`src/rtl/imu_reset_sequencer_if.sv`:
```
// -----------------------------------------------------------------------------
// imu_reset_sequencer_if
//
// Purpose: bundles the sensor-side and status signals of the multi-sensor
// BNO085 power-up sequencer so the sequencer and its neighbours can connect
// through a single port.
//
// Signals:
//   start        request to re-run the full power-up sequence (single cycle)
//   int_n        raw BNO085 INT pins, active low, asynchronous
//   imu_rst_n    BNO085 hardware reset pins, active low
//   ctrl_rst_n   per-channel reset to bno085_controller + spi_master, active low
//   ready        channel booted and released
//   timeout_err  channel failed to boot
//   busy         sequence in progress
//   cur_ch       channel currently being sequenced
//
// Modports:
//   master  the sequencer (drives resets and status)
//   slave   the board / requester side (drives start, returns int_n)
// -----------------------------------------------------------------------------
interface imu_reset_sequencer_if #(
    parameter int NUM_SENSORS = 2
);
    localparam int CH_W = (NUM_SENSORS > 1) ? $clog2(NUM_SENSORS) : 1;

    logic                   start;
    logic [NUM_SENSORS-1:0] int_n;
    logic [NUM_SENSORS-1:0] imu_rst_n;
    logic [NUM_SENSORS-1:0] ctrl_rst_n;
    logic [NUM_SENSORS-1:0] ready;
    logic [NUM_SENSORS-1:0] timeout_err;
    logic                   busy;
    logic [CH_W-1:0]        cur_ch;

    modport master (
        input  start,
        input  int_n,
        output imu_rst_n,
        output ctrl_rst_n,
        output ready,
        output timeout_err,
        output busy,
        output cur_ch
    );

    modport slave (
        output start,
        output int_n,
        input  imu_rst_n,
        input  ctrl_rst_n,
        input  ready,
        input  timeout_err,
        input  busy,
        input  cur_ch
    );
endinterface

```
`src/rtl/imu_reset_sequencer.sv`:
```
// -----------------------------------------------------------------------------
// imu_reset_sequencer
//
// Purpose: powers up NUM_SENSORS BNO085 sensors one at a time in ascending
// channel order. For each channel it pulses the sensor hardware reset, waits
// (bounded) for the sensor to pull INT low, waits a settle delay and only then
// releases the matching controller/SPI-master reset. A channel whose sensor
// never signals boot is flagged in timeout_err and left with its controller
// held in reset; the sequence then moves on to the next channel.
//
// Ports:
//   clk    system clock
//   rst_n  synchronous active-low reset
//   bus    imu_reset_sequencer_if.master (start, int_n in; imu_rst_n,
//          ctrl_rst_n, ready, timeout_err, busy, cur_ch out)
//
// Build option:
//   IMU_RST_RETRY_EN  when defined, a timed-out channel is re-pulsed up to
//                     MAX_RETRY more times before timeout_err is raised.
//                     When undefined the first timeout is final and no retry
//                     counter exists.
// -----------------------------------------------------------------------------
module imu_reset_sequencer #(
    parameter int NUM_SENSORS    = 2,
    parameter int HOLD_CYCLES    = 300,
    parameter int TIMEOUT_CYCLES = 600000,
    parameter int SETTLE_CYCLES  = 6000000,
    parameter int MAX_RETRY      = 2
) (
    input  logic                   clk,
    input  logic                   rst_n,
    imu_reset_sequencer_if.master  bus
);

    localparam int CH_W     = (NUM_SENSORS > 1) ? $clog2(NUM_SENSORS) : 1;
    localparam int MAX_HT   = (HOLD_CYCLES > TIMEOUT_CYCLES) ? HOLD_CYCLES : TIMEOUT_CYCLES;
    localparam int MAX_CNT  = (MAX_HT > SETTLE_CYCLES) ? MAX_HT : SETTLE_CYCLES;
    localparam int CNT_W    = $clog2(MAX_CNT + 1);

    localparam logic [CNT_W-1:0] HOLD_LAST    = CNT_W'(HOLD_CYCLES - 1);
    localparam logic [CNT_W-1:0] TIMEOUT_LAST = CNT_W'(TIMEOUT_CYCLES - 1);
    localparam logic [CNT_W-1:0] SETTLE_LAST  = CNT_W'(SETTLE_CYCLES - 1);
    localparam logic [CH_W-1:0]  LAST_CH      = CH_W'(NUM_SENSORS - 1);

    // Reject unsupported channel counts or a negative retry budget at elaboration.
    if (NUM_SENSORS < 1 || NUM_SENSORS > 8 || MAX_RETRY < 0) begin : g_bad_params
        $error("imu_reset_sequencer: NUM_SENSORS must be 1..8 and MAX_RETRY >= 0");
    end

    typedef enum logic [2:0] {
        S_IDLE      = 3'd0,
        S_ASSERT    = 3'd1,
        S_WAIT_BOOT = 3'd2,
        S_SETTLE    = 3'd3,
        S_RELEASE   = 3'd4,
        S_DONE      = 3'd5
    } state_t;

    state_t                 state_r,       state_s;
    logic [CNT_W-1:0]       cnt_r,         cnt_s;
    logic [CH_W-1:0]        cur_ch_r,      cur_ch_s;
    logic [CH_W-1:0]        next_ch_s;
    logic [NUM_SENSORS-1:0] imu_rst_n_r,   imu_rst_n_s;
    logic [NUM_SENSORS-1:0] ctrl_rst_n_r,  ctrl_rst_n_s;
    logic [NUM_SENSORS-1:0] ready_r,       ready_s;
    logic [NUM_SENSORS-1:0] timeout_err_r, timeout_err_s;
    logic                   busy_r,        busy_s;
    logic                   advance_s;
    logic                   counting_s;
    logic [NUM_SENSORS-1:0] int_meta_r;
    logic [NUM_SENSORS-1:0] int_sync_r;

`ifdef IMU_RST_RETRY_EN
    localparam int RT_W = (MAX_RETRY > 0) ? $clog2(MAX_RETRY + 1) : 1;
    localparam logic [RT_W-1:0] RETRY_LIMIT = RT_W'(MAX_RETRY);
    logic [RT_W-1:0]        retry_r,       retry_s;
`endif

    // Two-flop synchroniser for the asynchronous INT pins; idles deasserted.
    always_ff @(posedge clk) begin
        if (!rst_n) begin
            int_meta_r <= {NUM_SENSORS{1'b1}};
            int_sync_r <= {NUM_SENSORS{1'b1}};
        end else begin
            int_meta_r <= bus.int_n;
            int_sync_r <= int_meta_r;
        end
    end

    // Next state, shared counter and next values of every registered output.
    always_comb begin
        state_s       = state_r;
        cur_ch_s      = cur_ch_r;
        next_ch_s     = cur_ch_r + CH_W'(1);
        imu_rst_n_s   = imu_rst_n_r;
        ctrl_rst_n_s  = ctrl_rst_n_r;
        ready_s       = ready_r;
        timeout_err_s = timeout_err_r;
        busy_s        = busy_r;
        advance_s     = 1'b0;
        counting_s    = 1'b0;
        cnt_s         = cnt_r;
`ifdef IMU_RST_RETRY_EN
        retry_s       = retry_r;
`endif

        case (state_r)
            S_IDLE: begin
                // Resets are already asserted from rst_n; start channel 0.
                state_s  = S_ASSERT;
                cur_ch_s = {CH_W{1'b0}};
                busy_s   = 1'b1;
            end

            S_ASSERT: begin
                counting_s = 1'b1;
                if (cnt_r == HOLD_LAST) begin
                    state_s               = S_WAIT_BOOT;
                    imu_rst_n_s[cur_ch_r] = 1'b1;
                end else begin
                    state_s = S_ASSERT;
                end
            end

            S_WAIT_BOOT: begin
                counting_s = 1'b1;
                // INT is tested first so it wins over a same-cycle timeout.
                if (!int_sync_r[cur_ch_r]) begin
                    state_s = S_SETTLE;
                end else if (cnt_r == TIMEOUT_LAST) begin
`ifdef IMU_RST_RETRY_EN
                    if (retry_r < RETRY_LIMIT) begin
                        retry_s               = retry_r + RT_W'(1);
                        state_s               = S_ASSERT;
                        imu_rst_n_s[cur_ch_r] = 1'b0;
                    end else begin
                        timeout_err_s[cur_ch_r] = 1'b1;
                        advance_s               = 1'b1;
                    end
`else
                    timeout_err_s[cur_ch_r] = 1'b1;
                    advance_s               = 1'b1;
`endif
                end else begin
                    state_s = S_WAIT_BOOT;
                end
            end

            S_SETTLE: begin
                counting_s = 1'b1;
                if (cnt_r == SETTLE_LAST) begin
                    state_s = S_RELEASE;
                end else begin
                    state_s = S_SETTLE;
                end
            end

            S_RELEASE: begin
                ctrl_rst_n_s[cur_ch_r] = 1'b1;
                ready_s[cur_ch_r]      = 1'b1;
                advance_s              = 1'b1;
            end

            S_DONE: begin
                if (bus.start) begin
                    state_s       = S_ASSERT;
                    cur_ch_s      = {CH_W{1'b0}};
                    imu_rst_n_s   = {NUM_SENSORS{1'b0}};
                    ctrl_rst_n_s  = {NUM_SENSORS{1'b0}};
                    ready_s       = {NUM_SENSORS{1'b0}};
                    timeout_err_s = {NUM_SENSORS{1'b0}};
                    busy_s        = 1'b1;
`ifdef IMU_RST_RETRY_EN
                    retry_s       = {RT_W{1'b0}};
`endif
                end else begin
                    state_s = S_DONE;
                end
            end

            default: begin
                state_s = S_IDLE;
            end
        endcase

        // Move on after a release or a final timeout; last channel ends the run.
        if (advance_s) begin
`ifdef IMU_RST_RETRY_EN
            retry_s = {RT_W{1'b0}};
`endif
            if (cur_ch_r == LAST_CH) begin
                state_s = S_DONE;
                busy_s  = 1'b0;
            end else begin
                state_s                = S_ASSERT;
                cur_ch_s               = next_ch_s;
                imu_rst_n_s[next_ch_s] = 1'b0;
            end
        end else begin
            state_s = state_s;
        end

        // One shared counter, cleared whenever a state is (re-)entered.
        if (state_s != state_r) begin
            cnt_s = {CNT_W{1'b0}};
        end else if (counting_s) begin
            cnt_s = cnt_r + CNT_W'(1);
        end else begin
            cnt_s = cnt_r;
        end
    end

    // State, counter and output registers with synchronous reset.
    always_ff @(posedge clk) begin
        if (!rst_n) begin
            state_r       <= S_IDLE;
            cnt_r         <= {CNT_W{1'b0}};
            cur_ch_r      <= {CH_W{1'b0}};
            imu_rst_n_r   <= {NUM_SENSORS{1'b0}};
            ctrl_rst_n_r  <= {NUM_SENSORS{1'b0}};
            ready_r       <= {NUM_SENSORS{1'b0}};
            timeout_err_r <= {NUM_SENSORS{1'b0}};
            busy_r        <= 1'b0;
`ifdef IMU_RST_RETRY_EN
            retry_r       <= {RT_W{1'b0}};
`endif
        end else begin
            state_r       <= state_s;
            cnt_r         <= cnt_s;
            cur_ch_r      <= cur_ch_s;
            imu_rst_n_r   <= imu_rst_n_s;
            ctrl_rst_n_r  <= ctrl_rst_n_s;
            ready_r       <= ready_s;
            timeout_err_r <= timeout_err_s;
            busy_r        <= busy_s;
`ifdef IMU_RST_RETRY_EN
            retry_r       <= retry_s;
`endif
        end
    end

    assign bus.imu_rst_n   = imu_rst_n_r;
    assign bus.ctrl_rst_n  = ctrl_rst_n_r;
    assign bus.ready       = ready_r;
    assign bus.timeout_err = timeout_err_r;
    assign bus.busy        = busy_r;
    assign bus.cur_ch      = cur_ch_r;

endmodule

```
`src/flat_wrapper.sv`:
```
// flat-port wrapper written by rule: the top's interface ports become plain ports
module imu_reset_sequencer_flat 
#(
    parameter int NUM_SENSORS    = 2,
    parameter int HOLD_CYCLES    = 300,
    parameter int TIMEOUT_CYCLES = 600000,
    parameter int SETTLE_CYCLES  = 6000000,
    parameter int MAX_RETRY      = 2
)
  (clk, rst_n, bus_start, bus_int_n, bus_imu_rst_n, bus_ctrl_rst_n, bus_ready, bus_timeout_err, bus_busy, bus_cur_ch);
  imu_reset_sequencer_if #(.NUM_SENSORS(NUM_SENSORS)) bus_i ();
  input  logic clk;
  input  logic rst_n;
  input wire logic [$bits(bus_i.start)-1:0] bus_start;
  input wire logic [$bits(bus_i.int_n)-1:0] bus_int_n;
  output wire logic [$bits(bus_i.imu_rst_n)-1:0] bus_imu_rst_n;
  output wire logic [$bits(bus_i.ctrl_rst_n)-1:0] bus_ctrl_rst_n;
  output wire logic [$bits(bus_i.ready)-1:0] bus_ready;
  output wire logic [$bits(bus_i.timeout_err)-1:0] bus_timeout_err;
  output wire logic [$bits(bus_i.busy)-1:0] bus_busy;
  output wire logic [$bits(bus_i.cur_ch)-1:0] bus_cur_ch;
  assign bus_i.start = bus_start;
  assign bus_i.int_n = bus_int_n;
  assign bus_imu_rst_n = bus_i.imu_rst_n;
  assign bus_ctrl_rst_n = bus_i.ctrl_rst_n;
  assign bus_ready = bus_i.ready;
  assign bus_timeout_err = bus_i.timeout_err;
  assign bus_busy = bus_i.busy;
  assign bus_cur_ch = bus_i.cur_ch;
  imu_reset_sequencer #(.NUM_SENSORS(NUM_SENSORS), .HOLD_CYCLES(HOLD_CYCLES), .TIMEOUT_CYCLES(TIMEOUT_CYCLES), .SETTLE_CYCLES(SETTLE_CYCLES), .MAX_RETRY(MAX_RETRY)) u_core (.clk(clk), .rst_n(rst_n), .bus(bus_i));
endmodule
```
`config.mk`:
```
export PLATFORM = sky130hd
export DESIGN_NAME = imu_reset_sequencer_flat
export DESIGN_NICKNAME = d
export VERILOG_FILES = /design/src/rtl/imu_reset_sequencer_if.sv /design/src/rtl/imu_reset_sequencer.sv /design/src/flat_wrapper.sv
export SDC_FILE = /design/constraint.sdc
export NUM_CORES = 1
export LEC_CHECK = 0
export ABC_AREA = 1
export CAP_MARGIN = 20
export CORE_UTILIZATION = 54
export CTS_CLUSTER_DIAMETER = 120
export DETAILED_ROUTE_END_ITERATION = 10
export PLACE_DENSITY = 0.74
export SETUP_SLACK_MARGIN = 0.3
export SLEW_MARGIN = 20
export SYNTH_ARGS = -nofsm -noshare
export SYNTH_HDL_FRONTEND = slang
export SYNTH_SLANG_ARGS = --single-unit
```
`constraint.sdc`:
```
create_clock -name clk -period 2.6 [get_ports clk]
set_clock_uncertainty 0.2 [all_clocks]
set_input_delay 0.52 -clock clk [delete_from_list [all_inputs] [get_ports clk]]
set_output_delay 0.52 -clock clk [all_outputs]
set_load 0.02 [all_outputs]
```
# == Word-level counts from Yosys, hierarchy flattened ==
# Index checks and enable logic that the tools add are counted.
# totals
input_bits,5
word_cells,81
reg_bits,40
out_inout_bits,10
# op_classes
mux,37
n_eq_ne,12
bitwise,7
n_reduce_logical,9
magnitude_cmp,4
n_addsub,2
# op_table
operator,count
"23-bit by 1-bit adder with 23-bit output, second input constant",1
"23-bit by 20-bit == test with 1-bit output, second input constant",1
"23-bit == test, second input constant",1
"23-bit by 9-bit == test with 1-bit output, second input constant",1
3-bit 2-to-1 mux,6
3-bit one-hot mux with 6 select lines,1
2-bit 2-to-1 mux,8
2-bit one-hot mux with 2 select lines,4
1-bit 2-to-1 mux,13
2-bit bitwise OR,4
"3-bit by 2-bit == test with 1-bit output, second input constant",2
"3-bit == test, second input constant",2
1-bit one-hot mux with 2 select lines,3
"1-bit by 2-bit less-than comparator with 1-bit output, second input constant",2
"2-bit by 1-bit != test with 1-bit output, second input constant",2
4-bit AND reduction,1
2-bit nonzero test,2
"3-bit by 1-bit == test with 1-bit output, second input constant",1
3-bit zero test,1
3-bit != test,1
3-bit OR reduction,1
2-bit bitwise AND,1
1-bit demux with 1-bit select,2
"1-bit >= comparator, second input constant",2
other kinds (7),8

# == Longest topological paths before layout ==
# logic_depth
depth_word,10
depth_mapped,14

# == Worst setup path after synthesis ==
# Ideal clock, no wire load.
# synth_path
kind,register -> register
start,"reg u_core.cur_ch_r, in the netlist u_core.bus.cur_ch"
end,reg u_core.cnt_r[3]
stages_incl_launch_ff,13
period_less_slack_ps,1945
setup_ps,117
path_buffers,1
path_slack_ps,655
arrival_ps,1628
path_cell_list,dfxtp_1 inv_2 nand2_2 nand2_2 nor2_2 nand4_2 nand2_2 nand2_1 nand3_1 nand2_1 nand3_2 buf_6 nor2_2
# synth_via
elab_chain_cells,7
elab_cells_between_ends,10
# synth_rtl
element,line,source
from (decl),imu_reset_sequencer.sv:61,"logic [CH_W-1:0] cur_ch_r, cur_ch_s;"
from (signal assigned),imu_reset_sequencer.sv:218,cur_ch_r <= {CH_W{1'b0}};
from (signal assigned),imu_reset_sequencer.sv:230,cur_ch_r <= cur_ch_s;
1-bit 2-to-1 mux (not written as such) (2 in series),imu_reset_sequencer.sv:128,if (!int_sync_r[cur_ch_r]) begin
3-bit 2-to-1 mux / 1-bit 2-to-1 mux (equally long branches),imu_reset_sequencer.sv:128,
3-bit one-hot mux with 6 select lines / 1-bit one-hot mux with 2 select lines (equally long branches),imu_reset_sequencer.sv:107,case (state_r)
3-bit 2-to-1 mux (*),imu_reset_sequencer.sv:187,if (advance_s) begin
3-bit != test (*),imu_reset_sequencer.sv:204,if (state_s != state_r) begin
2-bit OR reduction (no line) (*),-,
to (signal assigned),imu_reset_sequencer.sv:217,cnt_r <= {CNT_W{1'b0}};
to (signal assigned),imu_reset_sequencer.sv:229,cnt_r <= cnt_s;
to (decl),imu_reset_sequencer.sv:60,"logic [CNT_W-1:0] cnt_r, cnt_s;"
# Mark *: on every way between the ends. The rest lies on a longest branch, timed or not. The select of a mux whose other input is x is not followed.
# A chain may end at the register's enable or synchronous reset.

# == Worst setup path in the final report ==
# layout_path
start,reg u_core.state_r[2]
end,reg u_core.cnt_r[1]
# layout_via
elab_chain_cells,6
elab_cells_between_ends,15
# layout_rtl
element,line,source
from (decl),imu_reset_sequencer.sv:59,"state_t state_r, state_s;"
from (signal assigned),imu_reset_sequencer.sv:228,state_r <= state_s;
3-bit 2-to-1 mux,imu_reset_sequencer.sv:130,end else if (cnt_r == TIMEOUT_LAST) begin
3-bit 2-to-1 mux,imu_reset_sequencer.sv:128,
3-bit one-hot mux with 6 select lines,imu_reset_sequencer.sv:107,
3-bit 2-to-1 mux,imu_reset_sequencer.sv:187,
3-bit != test,imu_reset_sequencer.sv:204,
2-bit OR reduction (no line),-,
# Parallel ways exist; a longest one is shown, timed or not.

==> results.json <==
{
  "die_x_um": 66.8,
  "internal_power_uw": 937,
  "status": "completed",
  "boundaryPins": 15,
  "holdPathEnd": "u_core.int_sync_r[1]",
  "p_per_area_nw_per_um2": 463,
  "p_total_mw": 1.21,
  "hold_violations": 0,
  "path_class": "flip-flop to flip-flop",
  "timing.final.ws_setup_ps": 446,
  "start_util": 0.563,
  "firstDrtPassIters": 4,
  "core_area_um2": 4030,
  "n_antenna_cell": 0,
  "r2r_start": "u_core.state_r[2]",
  "syn_avg_cell_area_um2": 7.16,
  "cp.depth": 11,
  "grt_pass1_wl_um": 7660,
  "grt_usage": 0.234,
  "dp_hpwl_um": 3420,
  "synth_area_um2": 2270,
  "reg2reg_slack_ps": 450,
  "via_per_inst": 5.00,
  "cts_tree": "built",
  "ys_ff_latch": 40,
  "clk_pin_slew_ps": 80,
  "syn_inst": 317,
  "dp.cells": 380,
  "reg2reg_depth": 11,
  "pwr-share-seq": 0.514,
  "port_buffers": 14,
  "cts_setup_buffers": 0,
  "startpoint_type": "flip-flop",
  "drc": 0,
  "crit_fanout": 11,
  "yosysWarnings": 0,
  "ys_seq_area_frac": 0.353,
  "wl_met2_um": 2010,
  "peakVddDrop_mv": 0.341,
  "crit_family": "simple AND/OR/NAND/NOR gates",
  "final-instance-count-excl-fill": 389,
  "cp.required_ps": 2590,
  "cts_max_level": 2,
  "hp-class": "flip-flop to flip-flop",
  "netSwitchingPower_uw": 276,
  "power_frac_clock": 0.418,
  "grt_pass1_vias": 1740,
  "min_period_ps": 2150,
  "worstMarginPinSlew_ps": 367,
  "finalSetupTns_ps": 0,
  "worst_path_max_delay_cell": "dfxtp_1",
  "dp_worst_setup_slack_ps": 375,
  "wirelength_um": 4740,
  "row_count": 23,
  "clockRootBuffer": "clkbuf_8",
  "r2r_end": "u_core.cnt_r[1]",
  "slew_headroom": 0.755,
  "cap_viol_max_count": 0,
  "max_stage_delay_ps": 420,
  "drtIter0Drc": 144,
  "design.die.area_um2": 4470,
  "grt_max_degree": 24,
  "synth_fp_nets": 323,
  "layout-drive-gt1-share": 0.236,
  "setup_viol": 0,
  "synth_cell_types": 26,
  "wl_met3_um": 338,
  "nets": 344,
  "antenna_found_initial": 0,
  "endpoint_kind": "flip-flop",
  "clock_sinks": 40,
  "gp_congestion": 0.941,
  "clk_path_buf_depth": 2,
  "power_switching_share": 0.227,
  "top_layer_used": "met4",
  "arrival_ps": 2150,
  "drv_slew": 0,
  "cts_buffers": 5,
  "cp_cell_sequence": "inv_2, nand3_1, nor2_2, nand4_2, nand2_2, nand2_1, nand3_1, nand2_1, nand3_4, clkbuf_16, nor2_2",
  "p_leak_nw": 0.977,
  "final.period_utilization": 0.828,
  "area_growth_pct": 15.4,
  "vias": 1944,
  "hold_depth": 1,
  "antenna_left": 0,
  "rsz0062_at_grt": "no",
  "wl_per_cell_um": 12.2,
  "worst-path-buf-inv": 2,
  "clkLatencyLatePin_ps": 300,
  "overflow": 0,
  "combinationalPowerShare": 0.069,
  "min_from": "u_core.int_meta_r[1]",
  "die_h_um": 66.8,
  "drt-met1-wl_um": 2310,
  "timing.fmax_mhz": 464
}
## cell usage after synthesis (all sizes together)
| cell | n | area (µm²) |
|---|---|---|
| clkinv | 1 | 3.75 |
| ha | 1 | 12.5 |
| dfxtp | 40 | 801 |
| a21oi | 11 | 55.1 |
| xor2 | 20 | 175 |
| nand2 | 74 | 305 |
| or2 | 4 | 25.0 |
| nor2 | 74 | 398 |
| mux2i | 1 | 10.0 |
| inv | 45 | 169 |
| xnor2 | 2 | 17.5 |
| o21bai | 1 | 7.51 |
| o21ai | 2 | 10.0 |
| nand3 | 21 | 115 |
| o31ai | 2 | 15.0 |
| nand3b | 1 | 7.51 |
| nor3 | 9 | 65.1 |
| nand4 | 5 | 43.8 |
| buf | 3 | 33.8 |
## power by group through the flow
stage,logic (mW),registers [mW],clock network (mW)
after floorplan,0.0517,0.638,0
after global placement,0.0720,0.637,0
after detailed placement,0.0724,0.637,0
after CTS,0.0729,0.622,0.516
after global routing,0.0924,0.623,0.541
final,0.0832,0.623,0.507
## registers in the layout, summed over array words and instances, names as in the netlist, 2 cells and up
name	cells
u_core.cnt_r	23
u_core.state_r	3
u_core.bus.ctrl_rst_n	2
u_core.bus.imu_rst_n	2
u_core.bus.ready	2
u_core.bus.timeout_err	2
u_core.int_meta_r	2
u_core.int_sync_r	2
## routing by layer
| layer | track usage | vias to the layer above |
|---|---|---|
| li1 | - | 1019 |
| met1 | 0.319 | 862 |
| met2 | 0.338 | 56 |
| met3 | 0.0736 | 7 |
| met4 | 0.0931 | 0 |
| met5 | 0 | - |
## placed cells by master (no fill, tap or decap)
cell type / count
a21oi_1: 10
a21oi_2: 1
buf_12: 1
buf_4: 1
bufinv_16: 1
clkbuf_16: 1
clkbuf_8: 5
clkdlybuf4s50_1: 14
clkinv_1: 1
clkinv_2: 1
clkinvlp_4: 1
dfxtp_1: 38
dfxtp_2: 2
ha_2: 1
inv_1: 39
inv_2: 6
mux2i_1: 1
nand2_1: 63
nand2_2: 11
nand3_1: 19
nand3_2: 1
nand3_4: 1
nand3b_1: 1
nand4_1: 3
nand4_2: 2
nor2_1: 38
nor2_2: 30
nor2_4: 6
nor3_1: 5
nor3_2: 4
o21ai_0: 2
o21bai_1: 1
o31ai_1: 2
or2_2: 4
xnor2_1: 2
xor2_1: 20
## cells by family (layout without fill, tap and decap cells)
kind of cell,count (synthesis),in the layout,share of synthesized area
AND/OR/NAND/NOR,188,188,0.423
buffers and inverters,49,71,0.0910
flip-flops,40,40,0.353
XOR/XNOR,22,22,0.0849
AO/OA/AOI/OAI,16,16,0.0386
adder cells (fa/ha/maj),1,1,0.00551
multiplexers,1,1,0.00441
## per-stage QoR
stage / instance area (µm²) / util / hold WS [ps]
2_1_floorplan: 2270 / - / 193
3_3_place_gp: 2470 / 0.612 / 193
3_5_place_dp: 2470 / 0.612 / 198
4_1_cts: 2580 / 0.640 / 216
5_1_grt: 2620 / 0.650 / 240
6_report: 2620 / 0.650 / 214
## how the worst max path moves through the flow
stage	start	to	slack [ps]
after floorplan	u_core.bus.cur_ch	u_core.cnt_r[3]	660
after global placement	bus_start	u_core.cnt_r[21]	410
after detailed placement	bus_start	u_core.cnt_r[19]	370
after CTS	u_core.bus.cur_ch	bus_cur_ch	470
after global routing	u_core.cnt_r[0]	u_core.cnt_r[19]	320
final	u_core.state_r[2]	u_core.cnt_r[1]	450
## repair_timing
item | in CTS | in global routing
hold buffers | 0 | 0
setup endpoints to repair | 0 | 18
gates resized for setup | 0 | 5
## layout make-up
class	instances	area (µm²)
flip-flops and latches	40	803
repair buffers	17	193
fillers	380	1410
clock buffers	5	68.8
clock inverters	3	42.5
well taps	50	62.6
inverters	46	173
multi-input cells	228	1280
Power figures use the tool's default switching activity.
==> edit (same settings) <==
`HOLD_CYCLES` is set to 300 in 2 places; all go to 600.
--- a/src/rtl/imu_reset_sequencer.sv
+++ b/src/rtl/imu_reset_sequencer.sv
@@ -22,7 +22,7 @@
 // -----------------------------------------------------------------------------
 module imu_reset_sequencer #(
     parameter int NUM_SENSORS    = 2,
-    parameter int HOLD_CYCLES    = 300,
+    parameter int HOLD_CYCLES    = 600,
     parameter int TIMEOUT_CYCLES = 600000,
     parameter int SETTLE_CYCLES  = 6000000,
     parameter int MAX_RETRY      = 2
--- a/src/flat_wrapper.sv
+++ b/src/flat_wrapper.sv
@@ -2,7 +2,7 @@
 module imu_reset_sequencer_flat 
 #(
     parameter int NUM_SENSORS    = 2,
-    parameter int HOLD_CYCLES    = 300,
+    parameter int HOLD_CYCLES    = 600,
     parameter int TIMEOUT_CYCLES = 600000,
     parameter int SETTLE_CYCLES  = 6000000,
     parameter int MAX_RETRY      = 2
Formal check against the unedited RTL: same outputs for any inputs over 10 cycles, from zero or initial values and one cycle with rst_n low; that may be too few to reach the edited logic, so the function may still have changed.
==> edit against the unedited design <==
  * Sequential cell count did not move
  * Sequential share of layout area fell by 1.0 points
  * Power barely moved
  * Via count rose by 12%
  * First-iteration DRC count rose by 58%
  * Count of clock-buffer cells in the layout rose by 1
  * Routed wire length rose by 17%
  * Area after synthesis rose by 3.1%
  * Cell area rose by 3.4%
  * Worst setup slack got worse by 120 ps
==> edit: results (changes against the unedited design) <==
* WL met2 at 2.53 mm (+26%)
* Vias at 2182 (+12%)
* Critical path peak fanout at 6 (-5)
* Yosys cell types at 29 (+12%)
* Synth top area cells: dfxtp_1 (34%), nand2_1 (11%), nor2_1 (8.7%)
* # clk buffers at 6 (+1)
* Adder-Cell Fraction of Synth Area at 0.00534 (-0.000168)
* NetSw at 277 µW (+0.60%)
* Outcome: finished, final reports clean
* Multi-input gates at 251 (+10%)
* Slew @ Worst Pin at 629 ps (+262 ps)
* Synthesized area per cell at 7.03 µm² (-1.8%)
* Xor/xnor share of the synthesized area at 0.0711 (-0.0138)
* Max stage delay on crit path at 480 ps (+60 ps)
* Seq cells at 40 (unchanged)
* Overall power at 1210 µW (about the same)
* P_seq at 622 µW (about the same)
* Met3 wire length at 350 µm (+3.6%)
* CP endpoint: u_core.cnt_r[12]
* FILL cells at 387 (+1.8%)
* ClkCell Share at 0.0397 (-0.00280)
* Die X-Extent at 67.8 µm (+1.5%)
* Routed Wire Length at 5.57 mm (+17%)
* TritonRoute pass-1 iters at 7 (+3)
* Met2 GRT Util at 0.368 (+0.0292)
* CP arrival at 2290 ps (+140 ps)
* Clock group at 495 µW (-2%)
* Placed instance area at 2520 µm² (+2.3%)
* Cells on worst reg2reg path at 12 (+1)
* 1st-iter DRT viols at 228 (+58%)
* Met3 Use GR at 0.0450 (-0.0286)
* Met1 Routed Length at 2.62 mm (+13%)
* # placed instances at 393 (+3.4%)
* Inverters at 38 (-17%)
* Gr usage total at 0.241 (+0.00678)
* Multi-input combinational area share at 0.523 (+0.0360)
* Met1 Usage GRT at 0.350 (+0.0301)
* Register area share after synthesis at 0.342 (-0.0107)
* FF-to-FF Start: u_core.cnt_r[19]
* Post-synth top cells: nand2_1 (70), nor2_1 (54), dfxtp_1 (40)
* Routability cong. at 0.893 (-5.2%)
* Vias in the first global route at 1854 (+6.6%)
* Nets at 359 (+4.4%)
* Area Overhead vs Synth at 15.7%
* Global-route wire length before repair at 8.36 mm (+9.1%)
* Worst VDD drop at 0.394 mV (+16%)
* Endpoints failing setup at 0 (unchanged)
* Per-cell routed wire length at 13.8 µm (+13%)
* Syn nets at 339 (+5.0%)
* Hpwl dp at 3.75 mm (+9.7%)
* Compound-Gate Fraction of Synth Area at 0.0363 (-0.00224)
* Share of cells above drive strength 1 at 0.189 (-0.0467)
* Fmax at 439 MHz (-5.5%)
* DP Worst Slack at 164 ps (-211 ps)
* Post-synthesis mux area share at 0.00428 (-0.000134)
* Clk slew on worst S/H paths at 80 ps (about the same)
==> edit: cell count changes after synthesis, sizes merged, moves of 3 or more <==
| cell | delta |
|---|---|
| buf | +4 |
| nor2 | -14 |
| nor4 | +3 |
| nor3 | +21 |
| nand2 | +4 |
| nand4 | +6 |
| inv | -7 |
| xor2 | -3 |
==> edit: worst min path at each step <==
stage,startpoint,endpoint,slack (ps),cells past startpoint
global placement,u_core.int_meta_r[1],u_core.int_sync_r[1],190,1
floorplan,u_core.int_meta_r[0],u_core.int_sync_r[0],190,1
global route,u_core.int_meta_r[0],u_core.int_sync_r[0],240,1
detailed placement,u_core.int_meta_r[0],u_core.int_sync_r[0],200,1
CTS,u_core.int_meta_r[0],u_core.int_sync_r[0],220,1
finish,u_core.int_meta_r[0],u_core.int_sync_r[0],220,1
==> edit: worst max-delay path: cells and delay by family (launching register included) <==
family                 cells  cell delay [ps]
DFF                        1              480
and+or+nand+nor           11             1330
buffers and inverters      1              170
